**config.mk**
```make
export PLATFORM = sky130hd
export DESIGN_NAME = uart_engine
export DESIGN_NICKNAME = d
export VERILOG_FILES = /design/src/rtl/uart_engine_pkg.sv /design/src/rtl/uart_rx_bit.sv /design/src/rtl/uart_engine.sv
export SDC_FILE = /design/constraint.sdc
export NUM_CORES = 1
export LEC_CHECK = 0
export ABC_AREA = 1
export ABC_CLOCK_PERIOD_IN_PS = 3400
export CORE_MARGIN = 1.5
export CORE_UTILIZATION = 59
export CTS_CLUSTER_DIAMETER = 200
export DETAILED_ROUTE_END_ITERATION = 8
export HOLD_SLACK_MARGIN = 0.12
export PLACE_DENSITY_LB_ADDON = 0.3
export SYNTH_ARGS = -nofsm -noshare
export SYNTH_HDL_FRONTEND = slang
export SYNTH_SLANG_ARGS = --single-unit
export TNS_END_PERCENT = 10
```
**constraint.sdc**
```tcl
create_clock -name clk_i -period 3.4 [get_ports clk_i]
set_clock_uncertainty 0.1 [all_clocks]
set_input_delay 0.51 -clock clk_i [delete_from_list [all_inputs] [get_ports clk_i]]
set_output_delay 0.51 -clock clk_i [all_outputs]
set_load 0.01 [all_outputs]
```
**src/rtl/uart_engine_pkg.sv**
```systemverilog
// uart_engine_pkg: register map, bit indices and state encodings shared by the UART serial core
package uart_engine_pkg;
  localparam logic [31:0] STAT_ADDR = 32'h00;
  localparam logic [31:0] RDR_ADDR = 32'h08;
  localparam logic [31:0] TDR_ADDR = 32'h0C;
  localparam logic [31:0] CFG_ADDR = 32'h10;
  localparam int STAT_TX_BUSY = 0;
  localparam int STAT_RX_FULL = 1;
  localparam int STAT_OVERRUN = 2;
  localparam int STAT_FRAME_ERR = 3;
  localparam int RDR_VALID = 8;
  localparam int TDR_REQ = 8;
  localparam int CFG_EN = 16;
  localparam int MIN_DIV_DEF = 4;
  typedef enum logic [2:0] {RD_CFG, RD_TDR, TX_CLR, RD_RDR, WR_RDR, WR_STAT} seq_t;
  typedef enum logic [1:0] {RX_IDLE, RX_START, RX_DATA, RX_STOP} rx_t;
  function automatic logic [15:0] clamp_div(input logic [15:0] d, input logic [15:0] m);
    return d < m ? m : d;
  endfunction
endpackage

```
**src/rtl/uart_rx_bit.sv**
```systemverilog
// uart_rx_bit: synchronises rx, validates the start bit and samples each bit at its midpoint
module uart_rx_bit
  import uart_engine_pkg::*;
(
  input  logic        clk_i,
  input  logic        rst_i,
  input  logic        en,
  input  logic [15:0] div,
  input  logic        rx,
  output logic [7:0]  data,
  output logic        done,
  output logic        stop_err
);
  logic s1, s2, prev;
  rx_t st;
  logic [15:0] rdiv, cnt;
  logic [2:0] idx;
  logic [7:0] sh;
  always_ff @(posedge clk_i) begin
    done <= 1'b0;
    if (!rst_i) begin
      s1 <= 1'b1;
      s2 <= 1'b1;
      prev <= 1'b1;
      st <= RX_IDLE;
      rdiv <= '0;
      cnt <= '0;
      idx <= '0;
      sh <= '0;
      data <= '0;
      stop_err <= 1'b0;
    end else begin
      s1 <= rx;
      s2 <= s1;
      prev <= s2;
      cnt <= cnt + 16'd1;
      case (st)
        RX_IDLE: if (prev && !s2) begin
          st <= RX_START;
          rdiv <= div;
          cnt <= '0;
        end
        RX_START: if (cnt == rdiv >> 1) begin
          st <= s2 ? RX_IDLE : RX_DATA;
          cnt <= '0;
          idx <= '0;
        end
        RX_DATA: if (cnt == rdiv - 16'd1) begin
          sh <= {s2, sh[7:1]};
          cnt <= '0;
          idx <= idx + 3'd1;
          if (idx == 3'd7) st <= RX_STOP;
        end
        RX_STOP: if (cnt == rdiv - 16'd1) begin
          st <= RX_IDLE;
          data <= sh;
          done <= 1'b1;
          stop_err <= !s2;
        end
      endcase
      if (!en) st <= RX_IDLE;
    end
  end
endmodule

```
**src/rtl/uart_engine.sv**
```systemverilog
// uart_engine: register-memory sequencer, 8N1 transmitter and receive-side flag bookkeeping
module uart_engine
  import uart_engine_pkg::*;
#(
  parameter int MIN_DIV = MIN_DIV_DEF
) (
  input  logic        clk_i,
  input  logic        rst_i,
  output logic        write_o,
  output logic [31:0] wraddr_o,
  output logic [31:0] wdata_o,
  output logic [31:0] rdaddr_o,
  input  logic [31:0] rdata_i,
  input  logic        rx,
  output logic        tx
);
  seq_t seq;
  logic ph, cfg_en, tx_act, pending, overrun, frame_err, rx_full, rx_done, rx_stop_err;
  logic [15:0] cfg_div, eff_div, tx_div, tx_cnt;
  logic [7:0] tdr_byte, pend_byte, rx_data;
  logic [8:0] tx_sh;
  logic [3:0] tx_bit;
  logic [31:0] stat;
  logic unused_rdata;
  assign eff_div = clamp_div(cfg_div, 16'(MIN_DIV));
  assign unused_rdata = ^rdata_i[31:17];
  always_comb begin
    stat = '0;
    stat[STAT_TX_BUSY] = tx_act;
    stat[STAT_RX_FULL] = rx_full;
    stat[STAT_OVERRUN] = overrun;
    stat[STAT_FRAME_ERR] = frame_err;
  end
  uart_rx_bit u_rx (
    .clk_i(clk_i), .rst_i(rst_i), .en(cfg_en), .div(eff_div), .rx(rx),
    .data(rx_data), .done(rx_done), .stop_err(rx_stop_err)
  );
  always_ff @(posedge clk_i) begin
    if (!rst_i) begin
      seq <= RD_CFG;
      ph <= 1'b0;
      write_o <= 1'b0;
      wraddr_o <= '0;
      wdata_o <= '0;
      rdaddr_o <= '0;
      tx <= 1'b1;
      cfg_en <= 1'b0;
      cfg_div <= '0;
      tx_div <= '0;
      tx_cnt <= '0;
      tx_sh <= '0;
      tx_bit <= '0;
      tx_act <= 1'b0;
      tdr_byte <= '0;
      pend_byte <= '0;
      pending <= 1'b0;
      overrun <= 1'b0;
      frame_err <= 1'b0;
      rx_full <= 1'b0;
    end else begin
      write_o <= 1'b0;
      if (tx_act) begin
        if (tx_cnt == tx_div - 16'd1) begin
          tx_cnt <= '0;
          tx <= tx_bit == 4'd9 ? 1'b1 : tx_sh[0];
          tx_sh <= {1'b1, tx_sh[8:1]};
          tx_bit <= tx_bit + 4'd1;
          tx_act <= tx_bit != 4'd9;
        end else tx_cnt <= tx_cnt + 16'd1;
      end
      // a byte finishing while WR_RDR delivers the old one is not an overrun
      if (rx_done) begin
        pend_byte <= rx_data;
        pending <= 1'b1;
        if (pending && seq != WR_RDR) overrun <= 1'b1;
        if (rx_stop_err) frame_err <= 1'b1;
      end
      case (seq)
        RD_CFG: begin
          ph <= !ph;
          rdaddr_o <= CFG_ADDR;
          if (ph) begin
            cfg_en <= rdata_i[CFG_EN];
            cfg_div <= rdata_i[15:0];
            seq <= RD_TDR;
            if (!rdata_i[CFG_EN]) begin
              tx <= 1'b1;
              tx_act <= 1'b0;
              overrun <= 1'b0;
              frame_err <= 1'b0;
            end
          end
        end
        RD_TDR: begin
          ph <= !ph;
          rdaddr_o <= TDR_ADDR;
          if (ph) begin
            tdr_byte <= rdata_i[7:0];
            seq <= cfg_en && rdata_i[TDR_REQ] && !tx_act ? TX_CLR : pending ? RD_RDR : WR_STAT;
          end
        end
        TX_CLR: begin
          write_o <= 1'b1;
          wraddr_o <= TDR_ADDR;
          wdata_o <= {24'b0, tdr_byte};
          tx <= 1'b0;
          tx_sh <= {1'b1, tdr_byte};
          tx_div <= eff_div;
          tx_cnt <= '0;
          tx_bit <= '0;
          tx_act <= 1'b1;
          seq <= pending ? RD_RDR : WR_STAT;
        end
        RD_RDR: begin
          ph <= !ph;
          rdaddr_o <= RDR_ADDR;
          if (ph) begin
            if (rdata_i[RDR_VALID]) overrun <= 1'b1;
            rx_full <= rdata_i[RDR_VALID];
            seq <= WR_RDR;
          end
        end
        WR_RDR: begin
          write_o <= 1'b1;
          wraddr_o <= RDR_ADDR;
          wdata_o <= {23'b0, 1'b1, pend_byte};
          if (!rx_done) pending <= 1'b0;
          seq <= WR_STAT;
        end
        WR_STAT: begin
          write_o <= 1'b1;
          wraddr_o <= STAT_ADDR;
          wdata_o <= stat;
          seq <= RD_CFG;
        end
        default: seq <= RD_CFG;
      endcase
    end
  end
endmodule

```
### Yosys cells after proc, flatten, opt, wreduce, memory -nomap -nowiden

Cells that the tools add are included.

* add/subtract/negate cells: 6
* magnitude comparators: 1
* equality and inequality tests: 23
* mux-type cells: 56
* bitwise gates (word level): 1
* reductions and logical operators: 30

Operator list (count)
* $pmux 32 s3: 3
* $mux 16: 5
* $pmux 16 s3: 1
* $add 16x1->16 const B: 2
* $eq 16x16->1: 2
* $sub 16x1->16 const B: 2
* $mux 9: 3
* $mux 1: 25
* $mux 3: 7
* $reduce_and 2->1: 10
* $eq 16x15->1: 1
* $lt 16x3->1 const B: 1
* $pmux 3 s5: 1
* $mux 2: 6
* $ne 2x1->1 const B: 5
* $eq 3x3->1 const B: 3
* $pmux 2 s4: 1
* $eq 3x2->1 const B: 2
* $ne 2x2->1 const B: 3
* $pmux 1 s2: 3
* $pmux 3 s2: 1
* $reduce_and 3->1: 2
* $reduce_bool 2->1: 3
* $reduce_bool 3->1: 2
* 16 further kinds: 23

* flip-flop bits (word level): 243
* output and inout port bits: 98

### Depth between registers and ports, before layout

* depth in word-level cells: 7
* mapped depth: 19
* gate-level depth less buffers: 19

### By module

A second synthesis with hierarchy kept.

* cells, all modules: 1321
* area, all modules: 9059.9 µm²

Modules (own cells, without submodules)
* uart_engine: instances 1, cells an instance 795, area each 5625.4 µm²
* uart_rx_bit: instances 1, cells an instance 526, area each 3434.5 µm²

### Worst setup path before layout

No wires, ideal clock.

* path kind: register to register
* start: register u_rx.rdiv[0]
* end: register u_rx.data[7]
* library setup time: 0.117 ns
* arrival: 2.058 ns
* data required time: 3.183 ns
* slack: 1.125 ns
* stages on the path, launching flop included: 14
* path buffers: 1
* clock period less this slack: 2.275 ns
* cell sequence: dfxtp_1 inv_1 ha_1 or2_1 nand3_1 nand2_1 inv_1 nand3_1 or2_1 nor3_2 nand2_2 buf_6 o21ai_2 a21oi_1

* cells in the longest elaborated chain, start to end: 3

Ends and longest elaborated chain
* start, declared: RTL line uart_rx_bit.sv:16 `logic [15:0] rdiv, cnt;`
* start signal, assigned: RTL line uart_rx_bit.sv:40 `rdiv <= div;`
* $sub 16x1->16: RTL line uart_rx_bit.sv:54 `RX_STOP: if (cnt == rdiv - 16'd1) begin`
* $eq 16x16->1: RTL line uart_rx_bit.sv:54
* $reduce_and 2->1 (no source line)
* end signal, assigned: RTL line uart_rx_bit.sv:56 `data <= sh;`
* end, declared: RTL line uart_rx_bit.sv:10 `output logic [7:0] data,`

Every way passes these cells.
A chain may end at the register's enable or synchronous reset.

### Worst setup path in the final report

* start: register u_rx.rdiv[0]
* end: register u_rx.data[5]

Same word-level chain as after synthesis.

==> run_results.csv <==
group,metric,value,unit
outcome,status,"finished, final reports clean",
timing,drv_slew,0,
clock_tree,cts_tree,"done",
routing,dr.pass1.iters,5,
floorplanning,initial_utilization,0.6083,
floorplanning,die-area,0.01579,sq mm
clock_tree,cts_setup_buffers,0,
synthesis,seq_area_frac_synth,0.3632,
pwr,switchingPower,1290,uW
setup_path,worst-endpoint-required,3.61,ns
pwr,leakage,0.004262,uW
setup_path,reg2reg_depth,12,
clock_tree,ctsResizeCount,0,
setup_path,slowest_stage,"dfxtp_1",
grt,grt_start_max_net_pins,90,
clock_tree,ctsRootBufferMaster,"clkbuf_16",
setup_path,cp-start-kind,"register",
timing,worstMarginPinSlew,0.7869,ns
timing,max_freq,0.3567,GHz
grt,grt_pass1_wl,32310,microns
floorplanning,core-area,0.01459,sq mm
pwr,power.total,4439,uW
pwr,netSwitchingFraction,0.2906,
pwr,peakVddDrop,397.6,uV
setup_path,crit_path_start,"u_rx.rdiv[0]",
min_path,hp-class,"reg2reg",
final_layout,area_growth,8.092,%
pwr,power_frac_seq,0.452,
floorplanning,die_x,125.6,microns
pwr,comb_power_share,0.131,
routing,vias,7578,
setup_path,critPathKind,"reg2reg",
timing,setup_violations,0,
routing,wl_per_cell,13.49,microns
timing,slew_headroom,0.4754,
synthesis,avgSynthCellArea,7.209,sq um
timing,period_needed,2.804,ns
pwr,power_density,462.7,mW/mm^2
grt,grt_use_total,0.2519,
timing,fin_crit_sh,0.8246,
setup_path,reg2reg_to,"u_rx.data[5]",
final_layout,final_nets,1304,
placed_design,dp_hpwl,14530,microns
final_layout,antenna_cells,0,
clock_tree,clk_pin_slew_worst_paths,0.07,ns
timing,finalHoldViolCount,0,
synthesis,syn_inst,1231,
floorplanning,die_h,125.6,microns
floorplanning,rows,44,
flow_run,max-cap-violations,0,
setup_path,r2r-start,"u_rx.rdiv[0]",
timing,tns,0,ns
setup_path,worstSetupEndpointType,"register",
grt,grt_overflow,0,
synthesis,ys_warn_count,0,
synthesis,synthArstFlopShare,0,
setup_path,critPathMaxStageDelay,0.42,ns
timing,rsz0062_at_grt,"false",
synthesis,mappedNetlistArea,0.008875,sq mm
synthesis,yosys.cell_types.count,55,
grt,antenna_found_initial,0,
grt,grt_pass1_vias,6715,
clock_tree,clock-sinks,161,
floorplanning,io_pins,133,
placed_design,portBuffers,35,
clock_tree,ctsHoldBuffers,0,
routing,routed_via_density,5.212,
setup_path,cp_cell_sequence,"inv_1 -> ha_1 -> or2_1 -> nand3_1 -> nand2_1 -> inv_1 -> nand3_1 -> or2_1 -> nor3_2 -> nand2_2 -> o21ai_0 -> a21oi_1",
setup_path,crit_arrival,3.01,ns
routing,drtIter0Drc,533,
final_layout,drive_gt1_frac,0.07717,
clock_tree,htree_levels,4,
clock_tree,cts-buffers-inserted,17,
synthesis,synth_edf_count,0,
routing,antenna_left,0,
setup_path,worstSetupEndpoint,"u_rx.data[5]",
clock_tree,insertion_delay,0.43,ns
routing,wl,19620,microns
clock_tree,clockBufferDepth,2,
synthesis,ys_dominant_reg_cell,"dfxtp_1",
routing,drc,0,
placed_design,gp_congestion,0.9146,
setup_path,rrSetupSlack,0.60,ns
pwr,clkPwrFrac,0.417,
setup_path,cp_max_fo,16,
pwr,p_int,3149,uW
synthesis,yosys_register_bits,161,
routing by layer:
| metal | vias to the layer above | global-route usage | routed length [microns] |
|---|---|---|---|
| met5 | - | 0 | 0 |
| met4 | 0 | 0.07420 | 331 |
| met3 | 29 | 0.05862 | 1306 |
| met2 | 224 | 0.4185 | 9098 |
| met1 | 3446 | 0.3277 | 8878 |
| li1 | 3879 | - | - |
cell usage in the layout (no fill, tap or decap), types with 3 or more instances in the layout:
cell type          n
nor4_1             5
conb_1            82
o22ai_1           12
xnor2_1           23
nand2_1          191
inv_8              4
a221oi_1           6
buf_4              8
clkinvlp_4         4
xor2_1            37
nor2_2             8
o21ai_2            5
clkdlybuf4s50_1   34
nand4_1           26
nor2_4             3
inv_6              3
o21ai_0           97
nand3_2            8
nand3_1           51
clkbuf_16         17
and3_1             3
nor2_1           123
a21oi_1           92
o21bai_1           3
nand2_2           11
nor3_1            18
or2_2              9
inv_1            159
nand3b_1          14
ha_1              12
inv_2              3
a22oi_1            3
dfxtp_1          161
registers in the layout, indices dropped and copies added (netlist names), 9 cells and up, named ones only:
| register | cells |
|---|---|
| cfg_div | 16 |
| tx_cnt | 16 |
| tx_div | 16 |
| tx_sh | 9 |
| u_rx.cnt | 16 |
| u_rx.rdiv | 16 |
| wdata_o | 9 |
per-stage QoR:
stage / cells / hold slack, ns / setup WS (ns) / utilization / cell area [sq um]
final: 1454 / 0.3303 / 0.5964 / 0.6575 / 9593
after global routing: 1454 / 0.3521 / 0.3816 / 0.6575 / 9593
after CTS: 1454 / 0.3305 / 0.6287 / 0.6575 / 9593
after detailed placement: 1422 / 0.3137 / 0.6538 / 0.6184 / 9021
after global placement: 1422 / 0.2934 / 0.7740 / 0.6184 / 9021
after floorplan: 1312 / 0.2925 / 1.125 / - / 9179
cell type report:
| type | count | area, sq um |
|---|---|---|
| Sequential cell | 161 | 3223 |
| Tap cell | 184 | 230.2 |
| Multi-Input combinational cell | 871 | 4551 |
| Clock buffer | 19 | 452.9 |
| Fill cell | 1275 | 4996 |
| Timing Repair Buffer | 43 | 405.4 |
| Inverter | 163 | 611.8 |
| Clock inverter | 13 | 118.9 |
power by group through the flow:
stage / Combinational, uW / Sequential (uW) / Clock, uW
after floorplan: 489 / 2040 / 0
after global placement: 560 / 2050 / 0
after detailed placement: 568 / 2050 / 0
after CTS: 573 / 2010 / 1870
after global routing: 652 / 2020 / 1950
final: 579 / 2010 / 1850
synth_stat cells (2+ instances only):
cell | instances | area (sq um)
nor3_2 | 2 | 20.02
o21bai_1 | 3 | 22.52
a21oi_1 | 92 | 460.4
or2_2 | 9 | 56.30
nand3_4 | 2 | 35.03
buf_6 | 6 | 67.56
buf_1 | 2 | 7.510
o21a_1 | 2 | 15.01
o21ai_0 | 97 | 485.5
nand4_1 | 26 | 162.7
nor2_2 | 8 | 50.05
o2111ai_1 | 2 | 17.52
nand2_1 | 191 | 716.9
clkbuf_1 | 26 | 97.59
nand3b_1 | 14 | 105.1
o211ai_1 | 2 | 15.01
nor3_1 | 18 | 90.09
xor2_1 | 37 | 324.1
o22ai_1 | 12 | 75.07
dfxtp_1 | 161 | 3223
inv_2 | 3 | 11.26
nand3_1 | 51 | 255.2
o21ai_2 | 5 | 43.79
nor2_1 | 123 | 461.7
and3_1 | 3 | 18.77
a21o_1 | 2 | 15.01
buf_4 | 82 | 615.6
nand2_2 | 11 | 68.82
nand3_2 | 8 | 80.08
or2_1 | 2 | 12.51
nor2_4 | 3 | 33.78
xnor2_1 | 23 | 201.4
inv_1 | 159 | 596.8
a221oi_1 | 6 | 52.55
ha_1 | 12 | 150.1
nor4_1 | 5 | 31.28
a22oi_1 | 3 | 22.52
cells by family (layout without fill, tap and decap cells):
logic type	count (synthesis)	count (layout)	share of synthesized area
simple gates	483	483	0.2552
buf+inv	280	238	0.1583
compound gates	232	232	0.1431
flops	161	161	0.3632
xor+xnor	62	62	0.06288
fa+ha+maj	12	12	0.01692
other cells	1	82	0.0004225
critical path: cells and delay by family (launching register included):
family	cells	cell delay, ns
buf+inv	2	0.17
flops	1	0.42
fa+ha+maj	1	0.26
compound gates	2	0.34
simple gates	7	1.39
worst min-delay path by stage:
stage	start	to	slack (ns)	depth (start not counted)
3_3_place_gp	u_rx.s1	u_rx.s2	0.29	1
6_report	u_rx.s1	u_rx.s2	0.33	1
5_1_grt	u_rx.s1	u_rx.s2	0.35	1
2_1_floorplan	u_rx.s1	u_rx.s2	0.29	1
4_1_cts	u_rx.s1	u_rx.s2	0.33	1
3_5_place_dp	u_rx.s1	u_rx.s2	0.31	1
Power figures use the tool's default switching activity.
